<file path="config.mk">
export PLATFORM = sky130hd
export DESIGN_NAME = fuzz_campaign_sched
export DESIGN_NICKNAME = d
export VERILOG_FILES = /design/src/rtl/fuzz_sched_pkg.sv /design/src/rtl/fuzz_sat_counter.sv /design/src/rtl/fuzz_campaign_sched.sv
export SDC_FILE = /design/constraint.sdc
export NUM_CORES = 1
export LEC_CHECK = 0
export BUFFER_PORTS_ARGS = -buffer_cell sky130_fd_sc_hd__buf_4
export CAP_MARGIN = 40
export CORE_MARGIN = 4
export CORE_UTILIZATION = 50
export CTS_CLUSTER_SIZE = 10
export DETAILED_ROUTE_END_ITERATION = 8
export GPL_TIMING_DRIVEN = 0
export PLACE_DENSITY = 0.84
export REMOVE_ABC_BUFFERS = 1
export SYNTH_ARGS = -nofsm -noshare
export SYNTH_HDL_FRONTEND = slang
export SYNTH_SLANG_ARGS = --single-unit
</file>
<file path="constraint.sdc">
create_clock -name clk -period 3.9 [get_ports clk]
set_input_delay 0.585 -clock clk [delete_from_list [all_inputs] [get_ports clk]]
set_output_delay 0.585 -clock clk [all_outputs]
set_load 0.05 [all_outputs]
</file>
<file path="src/rtl/fuzz_sched_pkg.sv">
// Shared types and helpers for the fuzz campaign scheduler.
package fuzz_sched_pkg;

  typedef enum logic [2:0] {
    IDLE,
    SELECT,
    GRANT,
    WAIT_ACK,
    SAMPLE,
    DONE
  } sched_state_t;

  typedef struct packed {
    logic crash;
    logic hang;
    logic mismatch;
    logic overflow;
    logic timeout;
  } fuzz_status_t;

  typedef struct packed {
    logic [3:0] idx;
    logic       wrap;
  } next_idx_t;

  // Lowest set bit strictly above ptr; otherwise the lowest set bit overall with wrap=1.
  function automatic next_idx_t next_masked_idx(input logic [15:0] mask, input logic [3:0] ptr);
    next_idx_t  r;
    logic [3:0] first;
    first = '0;
    for (int unsigned k = 0; k < 16; k++) begin
      if (mask[15-k]) first = 4'(15 - k);
    end
    r.idx  = first;
    r.wrap = 1'b1;
    for (int unsigned k = 0; k < 16; k++) begin
      if (mask[15-k] && ((15 - k) > 32'(ptr))) begin
        r.idx  = 4'(15 - k);
        r.wrap = 1'b0;
      end
    end
    return r;
  endfunction

endpackage

</file>
<file path="src/rtl/fuzz_sat_counter.sv">
// Saturating event counter with synchronous clear.
module fuzz_sat_counter #(
  parameter int unsigned W = 16
) (
  input  logic         clk,
  input  logic         rst_n,
  input  logic         clr,
  input  logic         inc,
  output logic [W-1:0] count
);

  always_ff @(posedge clk or negedge rst_n) begin
    if (!rst_n) begin
      count <= '0;
    end else if (clr) begin
      count <= '0;
    end else if (inc && (count != '1)) begin
      count <= count + W'(1);
    end
  end

endmodule

</file>
<file path="src/rtl/fuzz_campaign_sched.sv">
// Round-robin fuzz campaign scheduler with watchdog and saturating statistics.
// Optional build macro STOP_ON_CRASH_EN: end the campaign on the first crash or timeout.
module fuzz_campaign_sched
  import fuzz_sched_pkg::*;
#(
  parameter int unsigned N_FUZZERS      = 4,
  parameter int unsigned TIMEOUT_CYCLES = 1024,
  parameter int unsigned CNT_W          = 16,
  localparam int unsigned AW            = (N_FUZZERS > 1) ? $clog2(N_FUZZERS) : 1
) (
  input  logic                 clk,
  input  logic                 rst_n,
  input  logic                 start,
  input  logic                 abort,
  input  logic [15:0]          num_rounds,
  input  logic [N_FUZZERS-1:0] fuzzer_mask,
  output logic [N_FUZZERS-1:0] fuzz_enable,
  input  logic [N_FUZZERS-1:0] fuzz_ack,
  input  logic [N_FUZZERS-1:0] fuzz_crash,
  input  logic [N_FUZZERS-1:0] fuzz_hang,
  input  logic [N_FUZZERS-1:0] fuzz_mismatch,
  input  logic [N_FUZZERS-1:0] fuzz_overflow,
  output logic                 busy,
  output logic                 done,
  output logic                 aborted,
  output logic [AW-1:0]        active_id,
  output logic [15:0]          round_cnt,
  output logic [CNT_W-1:0]     crash_count,
  output logic [CNT_W-1:0]     hang_count,
  output logic [CNT_W-1:0]     mismatch_count,
  output logic [CNT_W-1:0]     timeout_count,
  output logic [N_FUZZERS-1:0] fail_vector,
  output logic [AW-1:0]        last_fail_id
);

  localparam int unsigned WD_W = $clog2(TIMEOUT_CYCLES) + 1;

  sched_state_t         state_q, state_d;
  logic [N_FUZZERS-1:0] mask_q;
  logic [15:0]          rounds_q;
  logic [3:0]           ptr_q;
  logic [WD_W-1:0]      wdog_q;
  fuzz_status_t         status_q;

  logic [15:0] mask16;
  next_idx_t   nxt;
  logic [3:0]  sel_idx;
  logic        acked, wd_expired, running, launch, sample_ok, sample_fail, stop;

  always_comb begin
    mask16      = 16'(mask_q);
    nxt         = next_masked_idx(mask16, ptr_q);
    sel_idx     = mask16[ptr_q] ? ptr_q : nxt.idx;
    acked       = fuzz_ack[active_id];
    wd_expired  = (wdog_q == WD_W'(TIMEOUT_CYCLES - 1));
    running     = (state_q == SELECT) || (state_q == GRANT) ||
                  (state_q == WAIT_ACK) || (state_q == SAMPLE);
    launch      = (state_q == IDLE) && start && !abort;
    sample_ok   = (state_q == SAMPLE) && !abort;
    sample_fail = status_q.crash || status_q.hang || status_q.timeout;
    stop        = 1'b0;
`ifdef STOP_ON_CRASH_EN
    stop        = status_q.crash || status_q.timeout;
`endif
  end

  always_ff @(posedge clk or negedge rst_n) begin
    if (!rst_n) state_q <= IDLE;
    else        state_q <= state_d;
  end

  always_comb begin
    state_d = state_q;
    case (state_q)
      IDLE:     if (launch) state_d = ((fuzzer_mask == '0) || (num_rounds == '0)) ? DONE : SELECT;
      SELECT:   state_d = GRANT;
      GRANT:    state_d = WAIT_ACK;
      WAIT_ACK: if (acked || wd_expired) state_d = SAMPLE;
      SAMPLE:   state_d = ((nxt.wrap && (round_cnt + 16'd1 == rounds_q)) || stop) ? DONE : SELECT;
      DONE:     state_d = IDLE;
      default:  state_d = IDLE;
    endcase
    if (running && abort) state_d = DONE;
  end

  always_ff @(posedge clk or negedge rst_n) begin
    if (!rst_n) begin
      busy         <= 1'b0;
      done         <= 1'b0;
      aborted      <= 1'b0;
      fuzz_enable  <= '0;
      active_id    <= '0;
      last_fail_id <= '0;
      round_cnt    <= '0;
      fail_vector  <= '0;
      mask_q       <= '0;
      rounds_q     <= '0;
      ptr_q        <= '0;
      wdog_q       <= '0;
      status_q     <= '0;
    end else begin
      busy <= (state_d != IDLE);
      done <= (state_q == DONE);
      case (state_q)
        IDLE: if (launch) begin
          mask_q      <= fuzzer_mask;
          rounds_q    <= num_rounds;
          round_cnt   <= '0;
          fail_vector <= '0;
          aborted     <= 1'b0;
          ptr_q       <= '0;
        end
        SELECT: begin
          ptr_q     <= sel_idx;
          active_id <= AW'(sel_idx);
        end
        GRANT: begin
          fuzz_enable            <= '0;
          fuzz_enable[active_id] <= 1'b1;
          status_q               <= '0;
          wdog_q                 <= '0;
        end
        WAIT_ACK: begin
          status_q.crash    <= status_q.crash    | fuzz_crash[active_id];
          status_q.hang     <= status_q.hang     | fuzz_hang[active_id];
          status_q.mismatch <= status_q.mismatch | fuzz_mismatch[active_id];
          status_q.overflow <= status_q.overflow | fuzz_overflow[active_id];
          wdog_q            <= wdog_q + WD_W'(1);
          if (acked) begin
            fuzz_enable <= '0;
          end else if (wd_expired) begin
            fuzz_enable      <= '0;
            status_q.timeout <= 1'b1;
          end
        end
        SAMPLE: if (!abort) begin
          if (sample_fail) begin
            fail_vector[active_id] <= 1'b1;
            last_fail_id           <= active_id;
          end
          ptr_q <= nxt.idx;
          if (nxt.wrap) round_cnt <= round_cnt + 16'd1;
        end
        default: ;
      endcase
      // Abort overrides whatever the running state scheduled this cycle.
      if (running && abort) begin
        fuzz_enable <= '0;
        aborted     <= 1'b1;
      end
    end
  end

  fuzz_sat_counter #(.W(CNT_W)) u_crash_cnt (
    .clk(clk), .rst_n(rst_n), .clr(launch),
    .inc(sample_ok && status_q.crash), .count(crash_count)
  );
  fuzz_sat_counter #(.W(CNT_W)) u_hang_cnt (
    .clk(clk), .rst_n(rst_n), .clr(launch),
    .inc(sample_ok && status_q.hang), .count(hang_count)
  );
  fuzz_sat_counter #(.W(CNT_W)) u_mismatch_cnt (
    .clk(clk), .rst_n(rst_n), .clr(launch),
    .inc(sample_ok && status_q.mismatch), .count(mismatch_count)
  );
  fuzz_sat_counter #(.W(CNT_W)) u_timeout_cnt (
    .clk(clk), .rst_n(rst_n), .clr(launch),
    .inc(sample_ok && status_q.timeout), .count(timeout_count)
  );

endmodule

</file>
# Word-level counts from Yosys, hierarchy flattened
# Index checks and enable logic that the tools add are counted.
[totals]
register_bits = 138
latchBits = 0
ramBits = 0
romBits = 0
in_bits = 44
output_inout_bits = 95
elab_cells = 165
n_memories = 0
[op_classes]
add_sub_neg = 6
multipliers = 0
n_div = 0
magnitude_cmp = 6
eq_ne = 19
n_shift = 0
n_mux = 57
bitwise = 6
n_reduce_logical = 48
[ops]
columns = ["operator", "count"]
rows = [
  ["$mux W16", 11],
  ["$add A16 B1 Y16 const B", 5],
  ["$ne A16 B16 Y1 const B", 4],
  ["$mux W4", 8],
  ["$pmux W16 S2", 1],
  ["$pmux W11 S2", 1],
  ["$mux W3", 6],
  ["$logic_and A1 B1 Y1", 17],
  ["$eq A16 B16 Y1", 1],
  ["$logic_not A16 Y1", 1],
  ["$pmux W4 S2", 2],
  ["$reduce_bool A2 Y1", 8],
  ["$pmux W3 S5", 1],
  ["$ne A2 B2 Y1 const B", 7],
  ["$mux W1", 12],
  ["$pmux W4 S3", 1],
  ["$reduce_and A4 Y1", 3],
  ["$add A11 B1 Y11 const B", 1],
  ["$eq A11 B10 Y1 const B", 1],
  ["$bmux W1 S2", 5],
  ["$mux W5", 2],
  ["$pmux W5 S2", 1],
  ["$reduce_and A3 Y1", 3],
  ["$reduce_bool A3 Y1", 3],
  ["20 further kinds", 37],
]

# Longest topological paths before layout
[logic_depth]
word_depth = 12
ltp_mapped = 8

# Cells and area by module
# A second synthesis with hierarchy kept.
[hier_totals]
hier_cells = 853
hier_area_um2 = 7767.4
[by_module_without_submodules]
columns = ["module", "instances", "cells_per_inst", "area_per_inst_um2", "seq_area_each_um2"]
rows = [
  ["fuzz_campaign_sched", 1, 463, 4040.1, 1776.7],
  ["fuzz_sat_counter at u_crash_cnt ...", 3, 98, 942.2, 400.4],
  ["fuzz_sat_counter at u_timeout_cnt", 1, 96, 900.9, 400.4],
]

# Worst setup path before layout
# No wires, ideal clock.
[synth_path]
path_type = "register -> register"
startpoint = "register u_mismatch_cnt.count[0]"
endpoint = "register u_mismatch_cnt.count[12]"
arrival_time_ns = 2.355
slack_ns = 1.426
stages_incl_launch_ff = 9
path_buffers = 1
cell_sequence = "dfrtp_1 > ha_1 > and2_1 > and3_1 > clkbuf_1 > a31oi_1 > nand3_1 > xnor2_1 > and2_1"
[synth_between]
elab_chain_cells = 3
elab_cells_between_ends = 6
classes_between = "add/sub (1); eq/ne (1); mux (2); reduce/logical (2)"
[synth_rtl]
columns = ["element", "line_no", "text"]
rows = [
  ["start, declared", "fuzz_sat_counter.sv:9", "output logic [W-1:0] count"],
  ["start signal, assigned", "fuzz_sat_counter.sv:18", "count <= count + W'(1);"],
  ["$add A16 B1 Y16 / $ne A16 B16 Y1 (equally long branches)", "fuzz_sat_counter.sv:18, fuzz_sat_counter.sv:17", ""],
  ["$mux W16 / $logic_and A1 B1 Y1 (equally long branches)", "fuzz_sat_counter.sv:17", "end else if (inc && (count != '1)) begin"],
  ["$mux W16 / $reduce_bool A2 Y1 (equally long branches)", "n/a", ""],
]
# Parallel ways exist; a longest one is shown, timed or not. The select of a mux whose other input is x is not followed.
# A chain may end at the register's enable or synchronous reset.

# Final worst setup path
[layout_path]
startpoint = "register state_q[0]"
endpoint = "register round_cnt[13]"
[layout_between]
elab_chain_cells = 5
elab_cells_between_ends = 10
classes_between = "eq/ne (4); mux (1); reduce/logical (5)"
[layout_rtl]
columns = ["element", "line_no", "text"]
rows = [
  ["start, declared", "fuzz_campaign_sched.sv:38", "sched_state_t state_q, state_d;"],
  ["start signal, assigned", "fuzz_campaign_sched.sv:69", "else state_q <= state_d;"],
  ["$logic_not A3 Y1", "fuzz_campaign_sched.sv:58, fuzz_campaign_sched.sv:104", ""],
  ["$logic_and A1 B1 Y1 (2 in a row)", "fuzz_campaign_sched.sv:58", "launch = (state_q == IDLE) && start && !abort;"],
  ["$ne A2 B2 Y1 (no source line)", "n/a", ""],
  ["$reduce_and A4 Y1 (no source line)", "n/a", ""],
  ["end signal, assigned", "fuzz_campaign_sched.sv:142", "if (nxt.wrap) round_cnt <= round_cnt + 16'd1;"],
  ["end, declared", "fuzz_campaign_sched.sv:27", "output logic [15:0] round_cnt,"],
]
# Parallel ways exist; a longest one is shown, timed or not.

==> run summary <==
The worst setup path is launched from a flip-flop. The number of H-tree levels came out at 4. In the finished design, the share of the clock period the worst path needs comes to 71.5%.

The aggregate global routing overflow is 0. After detailed routing, the total wire length is 18200 µm. The cts-stage hold buffer count came out at 0. For this design, the slowest cell found on the critical path is sky130_fd_sc_hd__nor4b_4. For this run, design rule violations remaining after detail routing come to 0. The die width came out at 128 µm. In this run the vertical extent of the chip is 128 µm. The growth of design area from synthesis to finish came out at 24.1%. The number of global-route vias before repair is 6056.

The number of antenna cells inserted came out at 0. Leaving out fill and tap cells, the most frequent cell in the layout is sky130_fd_sc_hd__dfrtp_1. The routed design could run at a clock period as short as 2.79 ns. The number of buffers added on ports is 134.

The highest cell delay on the worst timing path is 0.63 ns. The routed wire length per instance is roughly 16 µm. The endpoint identified for the worst register-to-register timing path is round_cnt[13]. The most used flip-flop cell after synthesis is sky130_fd_sc_hd__dfrtp_1. The final count of hold timing violations came out at 0. The number of nets with antenna violations after detailed routing is 0. The fraction of final layout cells with drive strength greater than 1 came out at 19.3%. The part of the Yosys area used for sequential elements came out at a little under half. Headroom to the max-slew limit came out at 40.6%. The post-synthesis average cell area is 9.01 µm². The number of top-level pins came out at 139. TritonCTS built the clock tree.

Using the TritonRoute via totals, the vias-per-cell ratio works out to 5.82. Clock tree synthesis selected as its root buffer the cell sky130_fd_sc_hd__clkbuf_16. The startpoint of the lowest-slack register-to-register path is state_q[0]. STA classifies the critical path endpoint as a flip-flop. The die area came out at 16400 µm². The top cell types in the final layout, fill and taps aside, are 135 x sky130_fd_sc_hd__dfrtp_1, 134 x sky130_fd_sc_hd__buf_4, 116 x sky130_fd_sc_hd__nand2_1, 100 x sky130_fd_sc_hd__nor2_1, 49 x sky130_fd_sc_hd__o21ai_0.

For the pin with the worst max-slew slack, the measured transition is 0.887 ns. The critical path data arrival time came out at about 3 ns. The final worst clock skew is around 0.0067 ns. The first detailed-routing pass took 5 iterations.

The setup check on the worst reg-to-reg path leaves a slack of 1.11 ns. Cells fill between 60% and 70% of the core in the end. The net count of the finished layout is 970. In this run the static leakage power is 0.00417 µW. The clock insertion delay at the later pin of the skew report is 0.41 ns. The total number of clock tree sinks is 135. Synthesis inferred between 100 and 150 register bits. The largest net degree at the start of global routing came out at 85. The number of distinct standard cells referenced by the synthesized netlist came out at 58. The count of cells resized by post-cts repair is 0. The clock-pin slew reported for the worst setup and hold paths after clock tree synthesis came out at 0.06 ns. The number of antenna violations at the first check in global routing came out at 0. The critical path goes through nor4b_4, o211ai_1, buf_6, and2_1, o21ai_0, o31ai_1.

Setup repair after global routing left no endpoint under its margin. The total routing usage reported by global routing came out at around 23%. The number of cells traversed by the worst register-to-register path came out at 6. The row count came out at 43. In this run the worst hold path is classified as in -> async.

At the end of routability-driven placement, the weighted congestion stood at 0.881. The number of flops mapped to enable cells by yosys is 0. The tool flagged a number of max-cap violations equal to 0. The number of warnings printed during yosys synthesis came out at 0. The clock passes through at most 2 buffers. The post-synthesis cell area is 7220 µm².

The worst setup path is of the reg -> reg kind. The maximum achievable frequency is ~0.36 GHz. The maximum fanout along the worst path came out at 17.

Clock tree synthesis inserted a total of 17 buffers. The routed layout has 6471 vias. The run finished with clean final reports. The starting DRC count in detailed routing came out at about 430. The worst-case setup margin in the final layout is ~1.1 ns. The count of mapped cells out of synthesis is 801. Summed over all nets, the half-perimeter wirelength after detailed placement is 12700 µm.

The data required time of the critical path is between 4 and 5 ns. The final count of negative-setup-slack endpoints is 0. The async set or reset register ratio after synthesis is 100%. Buffers added to address setup during post-CTS repair amount to 0. The power per unit of standard cell area is 579 nW/µm². The area of the core came out at 14000 µm².

The pre-CTS worst setup slack came out at 1.02 ns. Once the floorplan was initialized, standard cells occupied 51.6% of the core. The first global-routing pass estimated 30300 µm of wire. The overall power of the completed layout came out at ~5200 µW. The total count of max-transition violations in the final report came out at 0.

The peak supply drop is 468 µV.
[worst max path at each step]
stage | slack [ns] | startpoint | cells after the start | to
detailed placement | 1.02 | abort | 7 | round_cnt[13]
global route | 0.84 | state_q[0] | 6 | u_mismatch_cnt.count[12]
CTS | 1.09 | state_q[0] | 6 | round_cnt[13]
floorplan | 1.14 | abort | 4 | state_q[2]
finish | 1.11 | state_q[0] | 6 | round_cnt[13]
global placement | -0.16 | abort | 5 | state_q[2]
[per-layer routing]
| layer | global-route usage [%] | share of wire [%] | vias to the layer above |
|---|---|---|---|
| li1 | - | - | 3057 |
| met3 | 4.88 | 7.7 | 28 |
| met5 | 0 | 0 | - |
| met4 | 7.49 | 1.7 | 0 |
| met2 | 35.6 | 48 | 238 |
| met1 | 31.1 | 42 | 3148 |
[worst max-delay path: cells and delay by family (launching register included)]
| kind | cells | cell delay, ns |
|---|---|---|
| buffers and inverters | 1 | 0.28 |
| flip-flops | 1 | 0.59 |
| AND/OR/NAND/NOR | 2 | 0.97 |
| AO/OA/AOI/OAI | 3 | 0.82 |
[synth_stat cells (15+ instances only)]
master,count,area share [%]
sky130_fd_sc_hd__nor3_1,23,1.6
sky130_fd_sc_hd__xor2_1,36,4.4
sky130_fd_sc_hd__inv_1,15,0.78
sky130_fd_sc_hd__nand4_1,22,1.9
sky130_fd_sc_hd__nand2_1,116,6.0
sky130_fd_sc_hd__and3_1,17,1.5
sky130_fd_sc_hd__dfrtp_1,135,47
sky130_fd_sc_hd__nor2_1,100,5.2
sky130_fd_sc_hd__xnor2_1,36,4.4
sky130_fd_sc_hd__a21oi_1,34,2.4
sky130_fd_sc_hd__o21ai_0,49,3.4
sky130_fd_sc_hd__nand3_1,40,2.8
sky130_fd_sc_hd__clkbuf_1,31,1.6
[flip-flops by register name, summed over array words and instances (netlist names), 2 cells and up]
register,cells
round_cnt,16
u_mismatch_cnt.count,16
ptr_q,2
fuzz_enable,4
u_crash_cnt.count,16
fail_vector,4
wdog_q,11
u_timeout_cnt.count,16
last_fail_id,2
status_q,4
state_q,3
rounds_q,16
active_id,2
mask_q,4
u_hang_cnt.count,16
[through the flow]
| step | hold slack (ns) | cells | setup TNS, ns | area, µm² |
|---|---|---|---|---|
| floorplan | 0.289 | 762 | 0 | 7060 |
| global placement | 0.477 | 1076 | -0.160 | 8290 |
| detailed placement | 0.482 | 1081 | 0 | 8370 |
| CTS | 0.259 | 1112 | 0 | 8960 |
| global route | 0.293 | 1112 | 0 | 8960 |
| finish | 0.211 | 1112 | 0 | 8960 |
[area by class of cell]
type                    instances  area [µm²]
repair buffers                139        1080
clock inverters                10         128
flip-flops and latches        135        3380
clock buffers                  21         460
well taps                     180         225
inverters                      15        56.3
fillers                      1182        5030
multi-input cells             612        3630
[logic make-up after synthesis]
group / share of synthesized area, %
muxes: 3.40
xor gates and xnor gates: 8.73
buffers and inverters: 3.00
DFF: 46.8
AOI/OAI and AO/OA: 11.7
and+or+nand+nor: 25.3
adders and majority gates: 1.04
[report_power, final]
| group | switching, µW | internal [µW] | leakage (µW) | total [µW] |
|---|---|---|---|---|
| registers | 371 | 1650 | 0.00181 | 2020 |
| clock network | 577 | 1030 | 0.000292 | 1610 |
| logic | 979 | 581 | 0.00206 | 1560 |
| total | 1930 | 3260 | 0.00417 | 5190 |
Power figures use the tool's default switching activity.
